`config.mk`:
```
export PLATFORM = sky130hd
export DESIGN_NAME = tablet_dispenser
export DESIGN_NICKNAME = d
export VERILOG_FILES = /design/src/rtl/tablet_dispenser.sv
export SDC_FILE = /design/constraint.sdc
export NUM_CORES = 1
export LEC_CHECK = 0
export CORE_MARGIN = 2
export CORE_UTILIZATION = 45
export DETAILED_ROUTE_END_ITERATION = 6
export PLACE_DENSITY = 0.77
export SYNTH_ARGS = -nofsm -noshare
export SYNTH_HDL_FRONTEND = slang
export SYNTH_SLANG_ARGS = --single-unit
export TNS_END_PERCENT = 50
```
`constraint.sdc`:
```
create_clock -name i_clk -period 2.2 [get_ports i_clk]
set_clock_uncertainty 0.1 [all_clocks]
set_input_delay 0.44 -clock i_clk [delete_from_list [all_inputs] [get_ports i_clk]]
set_output_delay 0.44 -clock i_clk [all_outputs]
set_load 0.01 [all_outputs]
```
`src/rtl/tablet_dispenser.sv`:
```
// tablet_dispenser: fill-pulse source with a bottle-swap req/ack handshake; the jam alarm is enabled by DISPENSE_JAM_EN.
// Latency: fill rises 1 cycle after start; counters and bottle_req update in the first cycle after fill falls.
// Backpressure: SWAP holds bottle_req until bottle_ack (with DISPENSE_JAM_EN, until ACK_TIMEOUT cycles have passed).
module tablet_dispenser #(
    parameter int PULSE_PERIOD = 1000,
    parameter int PULSE_WIDTH  = 100,
    parameter int CNT_W        = 10,
    parameter int ACK_TIMEOUT  = 4096
) (
    input  logic             i_clk,
    input  logic             i_reset,
    input  logic             i_start,
    input  logic             i_stop,
    input  logic [CNT_W-1:0] i_capacity,
    input  logic [CNT_W-1:0] i_total,
    input  logic             i_bottle_ack,
    output logic             o_fill,
    output logic             o_bottle_req,
    output logic             o_busy,
    output logic             o_done,
    output logic             o_alarm,
    output logic [CNT_W-1:0] o_tablet_cnt,
    output logic [CNT_W-1:0] o_bottle_cnt
);

`ifdef DISPENSE_JAM_EN
    localparam bit JAM_EN = 1'b1;
`else
    localparam bit JAM_EN = 1'b0;
`endif

    localparam int GAP_LEN = PULSE_PERIOD - PULSE_WIDTH;
    localparam int ACK_LEN = JAM_EN ? ACK_TIMEOUT : 1;
    localparam int PH_MAX  = (PULSE_WIDTH > GAP_LEN) ? PULSE_WIDTH : GAP_LEN;
    localparam int TMR_MAX = (PH_MAX > ACK_LEN) ? PH_MAX : ACK_LEN;
    localparam int TMR_W   = $clog2(TMR_MAX + 1);

    localparam logic [TMR_W-1:0] DROP_LAST = TMR_W'(PULSE_WIDTH - 1);
    localparam logic [TMR_W-1:0] GAP_LAST  = TMR_W'(GAP_LEN - 1);
`ifdef DISPENSE_JAM_EN
    localparam logic [TMR_W-1:0] ACK_LAST  = TMR_W'(ACK_LEN - 1);
`endif

    typedef enum logic [2:0] {
        S_IDLE,
        S_DROP,
        S_GAP,
        S_SWAP,
`ifdef DISPENSE_JAM_EN
        S_ALARM,
`endif
        S_DONE
    } state_t;

    state_t            r_state;
    state_t            w_state_nxt;
    logic [TMR_W-1:0]  r_timer;
    logic [TMR_W-1:0]  w_timer_nxt;
    logic [CNT_W-1:0]  r_cap;
    logic [CNT_W-1:0]  r_total;
    logic [CNT_W-1:0]  r_disp;
    logic [CNT_W-1:0]  r_tablet_cnt;
    logic [CNT_W-1:0]  r_bottle_cnt;
    logic              r_stop_pend;
    logic              r_fill;
    logic              r_bottle_req;
    logic              r_busy;
    logic              r_done;
    logic              w_start_ok;
    logic              w_start_take;
    logic              w_drop_end;
    logic              w_ack_take;
    logic [CNT_W-1:0]  w_tab_inc;
    logic [CNT_W-1:0]  w_disp_inc;

    assign w_tab_inc  = r_tablet_cnt + 1'b1;
    assign w_disp_inc = r_disp + 1'b1;
    assign w_start_ok = i_start && !i_stop && (i_capacity != '0) && (i_total != '0);

    always_comb begin
        w_state_nxt  = r_state;
        w_timer_nxt  = '0;
        w_start_take = 1'b0;
        w_drop_end   = 1'b0;
        w_ack_take   = 1'b0;
        case (r_state)
            S_IDLE, S_DONE
`ifdef DISPENSE_JAM_EN
            , S_ALARM
`endif
            : begin
                if (w_start_ok) begin
                    w_start_take = 1'b1;
                    w_state_nxt  = S_DROP;
                end
            end
            S_DROP: begin
                if (r_timer == DROP_LAST) begin
                    w_drop_end = 1'b1;
                    // Completion outranks a pending stop and a full bottle.
                    if (w_disp_inc == r_total)
                        w_state_nxt = S_DONE;
                    else if (r_stop_pend || i_stop)
                        w_state_nxt = S_IDLE;
                    else if (w_tab_inc == r_cap)
                        w_state_nxt = S_SWAP;
                    else
                        w_state_nxt = S_GAP;
                end else begin
                    w_timer_nxt = r_timer + 1'b1;
                end
            end
            S_GAP: begin
                if (i_stop)
                    w_state_nxt = S_IDLE;
                else if (r_timer == GAP_LAST)
                    w_state_nxt = S_DROP;
                else
                    w_timer_nxt = r_timer + 1'b1;
            end
            S_SWAP: begin
                if (i_stop) begin
                    w_state_nxt = S_IDLE;
                end else if (i_bottle_ack) begin
                    w_ack_take  = 1'b1;
                    w_state_nxt = S_GAP;
                end
`ifdef DISPENSE_JAM_EN
                else if (r_timer == ACK_LAST)
                    w_state_nxt = S_ALARM;
                else
                    w_timer_nxt = r_timer + 1'b1;
`endif
            end
            default: w_state_nxt = S_IDLE;
        endcase
    end

    always_ff @(posedge i_clk or posedge i_reset) begin
        if (i_reset) begin
            r_state      <= S_IDLE;
            r_timer      <= '0;
            r_fill       <= 1'b0;
            r_bottle_req <= 1'b0;
            r_busy       <= 1'b0;
            r_done       <= 1'b0;
        end else begin
            r_state      <= w_state_nxt;
            r_timer      <= w_timer_nxt;
            r_fill       <= (w_state_nxt == S_DROP);
            r_bottle_req <= (w_state_nxt == S_SWAP);
            r_busy       <= (w_state_nxt == S_DROP) || (w_state_nxt == S_GAP) ||
                            (w_state_nxt == S_SWAP);
            r_done       <= (w_state_nxt == S_DONE);
        end
    end

    always_ff @(posedge i_clk or posedge i_reset) begin
        if (i_reset) begin
            r_cap        <= '0;
            r_total      <= '0;
            r_disp       <= '0;
            r_tablet_cnt <= '0;
            r_bottle_cnt <= '0;
            r_stop_pend  <= 1'b0;
        end else if (w_start_take) begin
            r_cap        <= i_capacity;
            r_total      <= i_total;
            r_disp       <= '0;
            r_tablet_cnt <= '0;
            r_bottle_cnt <= '0;
            r_stop_pend  <= 1'b0;
        end else begin
            if (w_drop_end) begin
                r_tablet_cnt <= w_tab_inc;
                r_disp       <= w_disp_inc;
                r_stop_pend  <= 1'b0;
            end else if ((r_state == S_DROP) && i_stop) begin
                r_stop_pend  <= 1'b1;
            end
            if (w_ack_take) begin
                r_bottle_cnt <= r_bottle_cnt + 1'b1;
                r_tablet_cnt <= '0;
            end
        end
    end

`ifdef DISPENSE_JAM_EN
    logic r_alarm;
    always_ff @(posedge i_clk or posedge i_reset) begin
        if (i_reset)
            r_alarm <= 1'b0;
        else
            r_alarm <= (w_state_nxt == S_ALARM);
    end
    assign o_alarm = r_alarm;
`else
    assign o_alarm = 1'b0;
`endif

    assign o_fill       = r_fill;
    assign o_bottle_req = r_bottle_req;
    assign o_busy       = r_busy;
    assign o_done       = r_done;
    assign o_tablet_cnt = r_tablet_cnt;
    assign o_bottle_cnt = r_bottle_cnt;

endmodule

```
# == After elaboration in Yosys (flattened, before gate mapping) ==
# Cells that the tools add are included.
# classes
n_addsub,4
eq_ne,12
n_mux,31
reduce_logical,16
# ops
cell,count
10-bit two-way mux,10
10-bit by 1-bit adder with 10-bit output (second input constant),4
3-bit two-way mux,7
10-bit == test,2
10-bit case mux with 2 select lines,1
10-bit nonzero test,2
3-bit by 2-bit == test with 1-bit output (second input constant),4
3-bit case mux with 4 select lines,1
1-bit two-way mux,11
10-bit == test (second input constant),1
10-bit by 7-bit == test with 1-bit output (second input constant),1
3-bit by 1-bit == test with 1-bit output (second input constant),2
3-bit == test (second input constant),2
3-bit nonzero test,2
1-bit logical AND,4
2-bit nonzero test,2
3-bit logical NOT,1
1-bit logical OR,3
2-bit two-way mux,1
2-bit OR reduction,1
1-bit logical NOT,1
# totals
in_bits,25
regBits,68
elab_cells,75
out_inout_bits,25

# == Longest topological paths before layout ==
# Gate-level depths: netlist (run 1).
# logic_depth
ltp_word,10
depth_mapped,7

# == Worst setup path after synthesis (run 1) ==
# OpenSTA, ideal clock, no wires.
# synth_path
path_type,register to register
startpoint,reg r_disp[0]
endpoint,reg r_done (netlist: o_done)
path_buffers,0
path_stages_with_launch,8
setup_ns,0.077
setup_slack_ns,0.066
arrival_ns,1.956
path_cell_list,dfrtp_1 -> ha_1 -> nand3_4 -> or4_4 -> o211ai_2 -> a31oi_2 -> or3_1 -> a21oi_1
# synth_via
elab_chain_len,6
# synth_rtl
item,line_no,rtl
"start, declared",61,logic [CNT_W-1:0] r_disp;
"start signal, assigned",176,r_disp <= w_disp_inc;
10-bit by 1-bit adder with 10-bit output,77,assign w_disp_inc = r_disp + 1'b1;
10-bit == test,101,if (w_disp_inc == r_total)
3-bit two-way mux,101,
3-bit two-way mux,98,if (r_timer == DROP_LAST) begin
3-bit case mux with 4 select lines,86,case (r_state)
3-bit == test,154,r_done <= (w_state_nxt == S_DONE);
"end signal, assigned",154,
"end, declared",68,logic r_done;
# No other way between the ends.
# A chain may end at the register's enable or synchronous reset.

# == Final worst setup path (run 1) ==
# layout_path
startpoint,reg r_disp[1]
endpoint,reg r_done (netlist: o_done)
# The elaborated chain is that of the path after synthesis.

==> metrics.log, run 1 <==
INFO  metric insertion_delay = 340 ps
INFO  metric worst_slack_at_placement = -309 ps
INFO  metric setup.worst_path.end = o_done
INFO  metric worstSetupEndpointType = flop
INFO  metric ctsRootBufferMaster = clkbuf_8
INFO  metric regToRegEndpoint = o_done
INFO  metric total_number_of_nets_in_the_final_design = 523
INFO  metric leakage_power = 0.00203 µW
INFO  metric min_path_type = reg -> reg
INFO  metric worst_setup_path_startpoint = r_disp[1]
INFO  metric xor_and_xnor_area_share_after_synthesis = 12.4%
INFO  metric clock_tree.buffer_depth = 2
INFO  metric cts_tree = yes
INFO  metric synth.ff_latch_count = 68
INFO  metric layout_area_overhead = 29.6%
INFO  metric switching_share = 31.0%
INFO  metric core_region_area = 8090 µm²
INFO  metric place_congestion = 0.840
INFO  metric globalRouteTotalUtil = 20.7%
INFO  metric vias = 3222
INFO  metric cts_hold_repair.buffers = 0
INFO  metric commonest_cells_after_routing_fill_and_taps_aside = nand2_1, dfrtp_1, nor2_1, clkdlybuf4s50_1, xnor2_1
INFO  metric setup.worst_path.class = reg -> reg
INFO  metric routed_wl = 8.57 mm
INFO  metric cp_max_fo = 5
INFO  metric combinationalPowerShare = 23.4%
INFO  metric seq_pwr_share = 48.8%
INFO  metric finalHoldWorstSlack = 400 ps
INFO  metric floorplan.die_area = 8930 µm²
INFO  metric setup_slack = around 36 ps
INFO  metric avgViaCountPerCell = 5.36
INFO  metric numCtsBuffers = 9
INFO  metric finalMaxSlewViolations = 0
INFO  metric startpoint_class = flop
INFO  metric timing.setup.tns = 0 ps
INFO  metric grt_start_max_net_pins = 69
INFO  metric synth_top_family_by_area = simple AND/OR/NAND/NOR gates
INFO  metric crit-reg2reg-launch = r_disp[1]
INFO  metric worst-endpoint-arrival = 2320 ps
INFO  metric synth_fa_ha_area_share = 1.36%
INFO  metric period_minus_slack = 2160 ps
INFO  metric synth-compound-area-share = under 10%
INFO  metric initial_standard_cell_utilization_of_the_core = 45.5%
INFO  metric vdd_drop_max = about 0.4 mV
INFO  metric num_rows = 33
INFO  metric first_global_vias = 3051
INFO  metric worst_ep_required_time = 2360 ps
INFO  metric clk_network_pwr_share = 27.8%
INFO  metric floorplan.io_pins = 50
INFO  metric place.port_buffers = between 40 and 50
INFO  metric worst-r2r-setup-slack = 40 ps
INFO  metric max_freq = 462 MHz
INFO  metric worstRegToRegCells = 7
INFO  metric globalRouteOverflowTotal = 0
INFO  metric mappedNetlistArea = 3680 µm²
INFO  metric dpl.hpwl = 6.05 mm
INFO  metric syn_area_per_cell = 8.82 µm²
INFO  metric seq_area_frac_synth = 46.2%
INFO  metric drtIter0Drc = approximately 160
INFO  metric clk_pin_slew = roughly 70 ps
INFO  metric grt_antenna_before_repair = 0
INFO  metric cts_htree_levels = 3
INFO  metric p_total = around 3200 µW
INFO  metric clock_sink_count = 68
INFO  metric die_h = 94.5 µm
INFO  metric finish.instance_area = ~4800 µm²
INFO  metric final_common_cell = nand2_1
INFO  metric layout_worst_path_cycle_share = 98.4%
INFO  metric routed_wire_length_per_instance = 14.3 µm
INFO  metric mappedNetlistNets = 447
INFO  metric outcome = complete, no violations
INFO  metric holdPathStages = 1
INFO  metric grt_setup_unrepaired = yes
INFO  metric synth_simple_gate_area_share = 28.3%
INFO  metric diodes = 0
INFO  metric drc = 0
INFO  metric yosysWarningCount = 0
INFO  metric cell_internal_pwr = approximately 2200 µW
INFO  metric power_density = 681 nW/µm²
INFO  metric p_switching = roughly 1000 µW
INFO  metric final_layout_size_suffix_gt1_share = 14.9%
INFO  metric netlist_instances = approximately 420
INFO  metric max_cap_violations = 0
INFO  metric grt_pass1_wl = approximately 14 mm
INFO  metric fp.dieW = 94.5 µm
INFO  metric setup_violations = 0
INFO  metric synth.mux.area_fraction = 0.272%
INFO  metric synth.lib_cells_used.distinct = 50
INFO  metric first_pass_iters = 4
INFO  metric placed_area = ~4500 µm²
INFO  metric finalHoldViolations = 0
INFO  metric ant_nets = 0
worst max-delay path: stages (launching register included):
cell	delay (ps)
dfrtp_1	400
ha_4	190
nand3_4	110
or4_4	530
o211ai_2	80
a31oi_2	70
or3_1	400
a21oi_1	190
cell type report:
class                           instances  area (µm²)
Clock inverter                          2        12.5
Fill cell                             723        3320
Inverter                               10        41.3
Sequential cell                        68        1700
Tap cell                              105         131
Clock buffer                           11         151
Multi-Input combinational cell        325        1980
Timing Repair Buffer                   80         749
metal layers:
layer | wire length (µm) | global-route usage, % | vias to the layer above
met5 | 0 | 0 | -
met4 | 88 | 6.40 | 0
met2 | 3980 | 33.0 | 108
met1 | 3920 | 28.5 | 1535
met3 | 573 | 4.47 | 9
li1 | - | - | 1570
synthesized netlist by cell type, drive strengths merged:
cell      n  area (µm²)
nand3b    2        15.0
a211oi    1        7.51
o2111ai   1        8.76
nor4b     1        23.8
nor4      8        50.1
nor4bb    1        10.0
ha        4        50.1
xor2     18         158
or2       4        25.0
nand2b    3        18.8
o221ai    1        8.76
clkbuf   11        42.5
nand2    85         319
dfrtp    68        1700
nor3     12        65.1
o32a      1        10.0
o31ai     3        22.5
nor2b     5        31.3
and2      3        18.8
a31oi     1        12.5
buf       4        22.5
or3b      1        8.76
o211ai    4        35.0
and3      2        12.5
a21o      2        15.0
or4       1        11.3
o22a      1        8.76
a22oi     1        7.51
o21ai    20         100
nand3    21         118
nor3b     4        30.0
a21oi     8        40.0
o21a      1        7.51
nor2     50         188
a221oi    2        17.5
mux2i     1        10.0
conb      1        3.75
xnor2    34         298
inv      10        37.5
nand4     9        56.3
and4b     1        10.0
a2111oi   1        8.76
a2bb2oi   1        8.76
or3       5        31.3
state kept, by name, indices dropped and copies added, names as in the netlist:
name,cells
o_bottle_cnt,10
o_bottle_req,1
o_busy,1
o_done,1
o_fill,1
o_tablet_cnt,10
r_cap,10
r_disp,10
r_state,3
r_stop_pend,1
r_timer,10
r_total,10
repair_timing:
action,4_1_cts,5_1_grt
pin swaps,4,7
cloned,0,0
buffers inserted,1,1
setup endpoints to repair,6,10
gates resized for setup,5,16
metrics by stage:
stage,util (%),instances
after floorplan,-,418
after global placement,55.5,586
after detailed placement,55.5,586
after CTS,57.9,600
after global routing,59.0,601
final,59.0,601
worst min path at each step:
stage | startpoint | endpoint
CTS | r_timer[0] | r_timer[0]
global placement | r_timer[0] | r_timer[0]
detailed placement | r_total[7] | r_total[7]
floorplan | r_timer[0] | r_timer[0]
finish | r_timer[0] | r_timer[0]
global route | r_total[3] | r_total[3]
cell families (layout without fill, tap and decap cells):
| group | after synthesis | after routing |
|---|---|---|
| muxes | 1 | 1 |
| DFF | 68 | 68 |
| adders and majority gates | 4 | 4 |
| xor gates and xnor gates | 52 | 52 |
| buffers and inverters | 25 | 103 |
| and+or+nand+nor | 218 | 218 |
| other | 1 | 1 |
| AOI/OAI and AO/OA | 49 | 49 |
power by group through the flow:
stage	Combinational (µW)	Sequential, µW	Clock (µW)
6_report	759	1590	904
5_1_grt	851	1610	994
4_1_cts	737	1580	932
3_5_place_dp	714	1600	0
3_3_place_gp	684	1590	0
2_1_floorplan	483	1570	0
Note: power is estimated with default switching activity, not from simulation.
==> run 2: changes to the inputs <==
- HOLD_SLACK_MARGIN: unset -> 0.08
- RECOVER_POWER: unset -> 100
- clock period: 2.2 -> 1.8 ns (I/O delays scaled with it)
==> metrics.log, run 2 (synthesis gave the netlist of run 1 again) <==
INFO  metric period_minus_slack = 2090 ps
INFO  metric fp.dieW = 94.5 µm
INFO  metric avgViaCountPerCell = 5.43
INFO  metric finalHoldViolations = 0
INFO  metric place.port_buffers = 48
INFO  metric insertion_delay = 350 ps
INFO  metric dp_cells = 632
INFO  metric cts_htree_levels = 3
INFO  metric first_pass_iters = 5
INFO  metric leakage_power = 0.00248 µW
INFO  metric globalRouteTotalUtil = 24.8%
INFO  metric cts_tree = yes
INFO  metric worst-r2r-setup-slack = -290 ps
INFO  metric drc = 0
INFO  metric max_cap_violations = 0
INFO  metric startpoint_class = flop
INFO  metric worst_pin_slew = about 590 ps
INFO  metric finalMaxSlewViolations = 0
INFO  metric floorplan.die_area = 8930 µm²
INFO  metric first_global_vias = 3589
INFO  metric worst_ep_required_time = 1960 ps
INFO  metric final_common_cell = nand2_1
INFO  metric timing.setup.tns = -2660 ps
INFO  metric grt_setup_unrepaired = yes
INFO  metric routed_wire_length_per_instance = 16.3 µm
INFO  metric num_rows = 33
INFO  metric max_freq = 478 MHz
INFO  metric floorplan.io_pins = 50
INFO  metric layout_area_overhead = 50.3%
INFO  metric die_h = 94.5 µm
INFO  metric numCtsBuffers = 9
INFO  metric slew_headroom = 60.4%
INFO  metric cp_max_fo = 5
INFO  metric vias = between 3000 and 4000
INFO  metric layout_worst_path_cycle_share = 116%
INFO  metric ant_nets = 0
INFO  metric violations = negative setup slack
INFO  metric worst-endpoint-arrival = 2250 ps
INFO  metric setup_violations = 32
INFO  metric cts_hold_repair.buffers = 0
INFO  metric globalRouteOverflowTotal = 0
INFO  metric grt_pass1_wl = 17.1 mm
INFO  metric clock_sink_count = 68
INFO  metric worstSetupEndpointType = flop
INFO  metric min_path_type = in -> reg
INFO  metric dpl.hpwl = 6.73 mm
INFO  metric commonest_cells_after_routing_fill_and_taps_aside = nand2_1, buf_4, dfrtp_1, nor2_1, xnor2_1
INFO  metric ctsRootBufferMaster = clkbuf_8
INFO  metric finish.instance_area = 5540 µm²
INFO  metric placed_area = 4870 µm²
INFO  metric initial_standard_cell_utilization_of_the_core = 45.5%
INFO  metric core_region_area = 8090 µm²
INFO  metric grt_start_max_net_pins = 42
INFO  metric routed_wl = 10.8 mm
INFO  metric grt_antenna_before_repair = 0
INFO  metric total_number_of_nets_in_the_final_design = 585
INFO  metric clock_tree.buffer_depth = 2
INFO  metric drtIter0Drc = 184
INFO  metric setup.worst_path.class = reg -> reg
INFO  metric vdd_drop_max = 0.510 mV
INFO  metric final_cell_count_no_fill = 666
INFO  metric power_density = 791 nW/µm²
INFO  metric setup_slack = -291 ps
INFO  metric clk_pin_slew = approximately 80 ps
INFO  metric final_layout_size_suffix_gt1_share = 31.6%
INFO  metric outcome = complete, but fails checks
INFO  metric diodes = 0
INFO  metric place_congestion = 0.883
## run 2: cell count changes in the layout (fill, tap and decap cells not counted), sizes merged, moves of 3 or more
cell,previous run,this run
dlymetal6s2s,0,3
clkbuf,11,22
clkdlybuf4s50,48,26
dlygate4sd2,0,10
dlygate4sd3,0,4
buf,32,81
clkdlybuf4s25,0,4
## run 2: path summary, 6_finish.rpt
check / cells after the start / end / start
setup reg to reg: 7 / o_bottle_req / o_tablet_cnt[0]
max in group asynchronous: 3 / o_tablet_cnt[2] / i_reset
hold reg to reg: 2 / r_cap[1] / r_cap[1]
setup / recovery: 7 / o_bottle_req / o_tablet_cnt[0]
min in group asynchronous: 2 / o_bottle_cnt[5] / i_reset
hold / removal: 3 / r_cap[1] / i_capacity[1]
## run 2: power by group
| part | total (µW) | switching, µW | internal [µW] |
|---|---|---|---|
| clock network | 1250 | 622 | 632 |
| registers | 1920 | 186 | 1730 |
| logic | 1210 | 597 | 614 |
## run 2: stage by stage
step | utilization (%) | total power [µW] | setup slack [ps] | hold WS [ps]
after floorplan | - | 2510 | -334 | 355
after global placement | 60.2 | 2940 | -493 | 381
after detailed placement | 60.2 | 3000 | -506 | 386
after CTS | 65.6 | 4310 | -299 | 229
after global routing | 68.4 | 4610 | -408 | 192
final | 68.4 | 4380 | -291 | 170
## run 2: cell type report
type | count | area, µm²
Clock inverter | 7 | 67.6
Timing Repair Buffer | 142 | 1200
Inverter | 10 | 38.8
Fill cell | 639 | 2550
Tap cell | 105 | 131
Clock buffer | 9 | 124
Sequential cell | 68 | 1700
Multi-Input combinational cell | 325 | 2270
## run 2: critical path: stages (launching register included)
cell,delay (ps)
dfrtp_1,440
nand4_1,110
buf_4,180
or2_2,320
xnor2_1,190
nor4_4,310
o211ai_1,160
a22oi_1,190
## run 2: repair_timing
item | 4_1_cts | 5_1_grt
gates cloned | 1 | 2
gates resized for setup | 54 | 72
setup endpoints to repair | 40 | 67
buffers inserted | 8 | 9
pin swaps | 13 | 38
## run 2: per-layer routing
metal / vias up / GRT usage (%) / part of all wire, %
li1: 1693 / - / -
met1: 1779 / 31.6 / 40
met2: 120 / 43.0 / 52
met3: 27 / 3.11 / 5.2
met4: 0 / 9.66 / 2.1
met5: - / 0 / 0
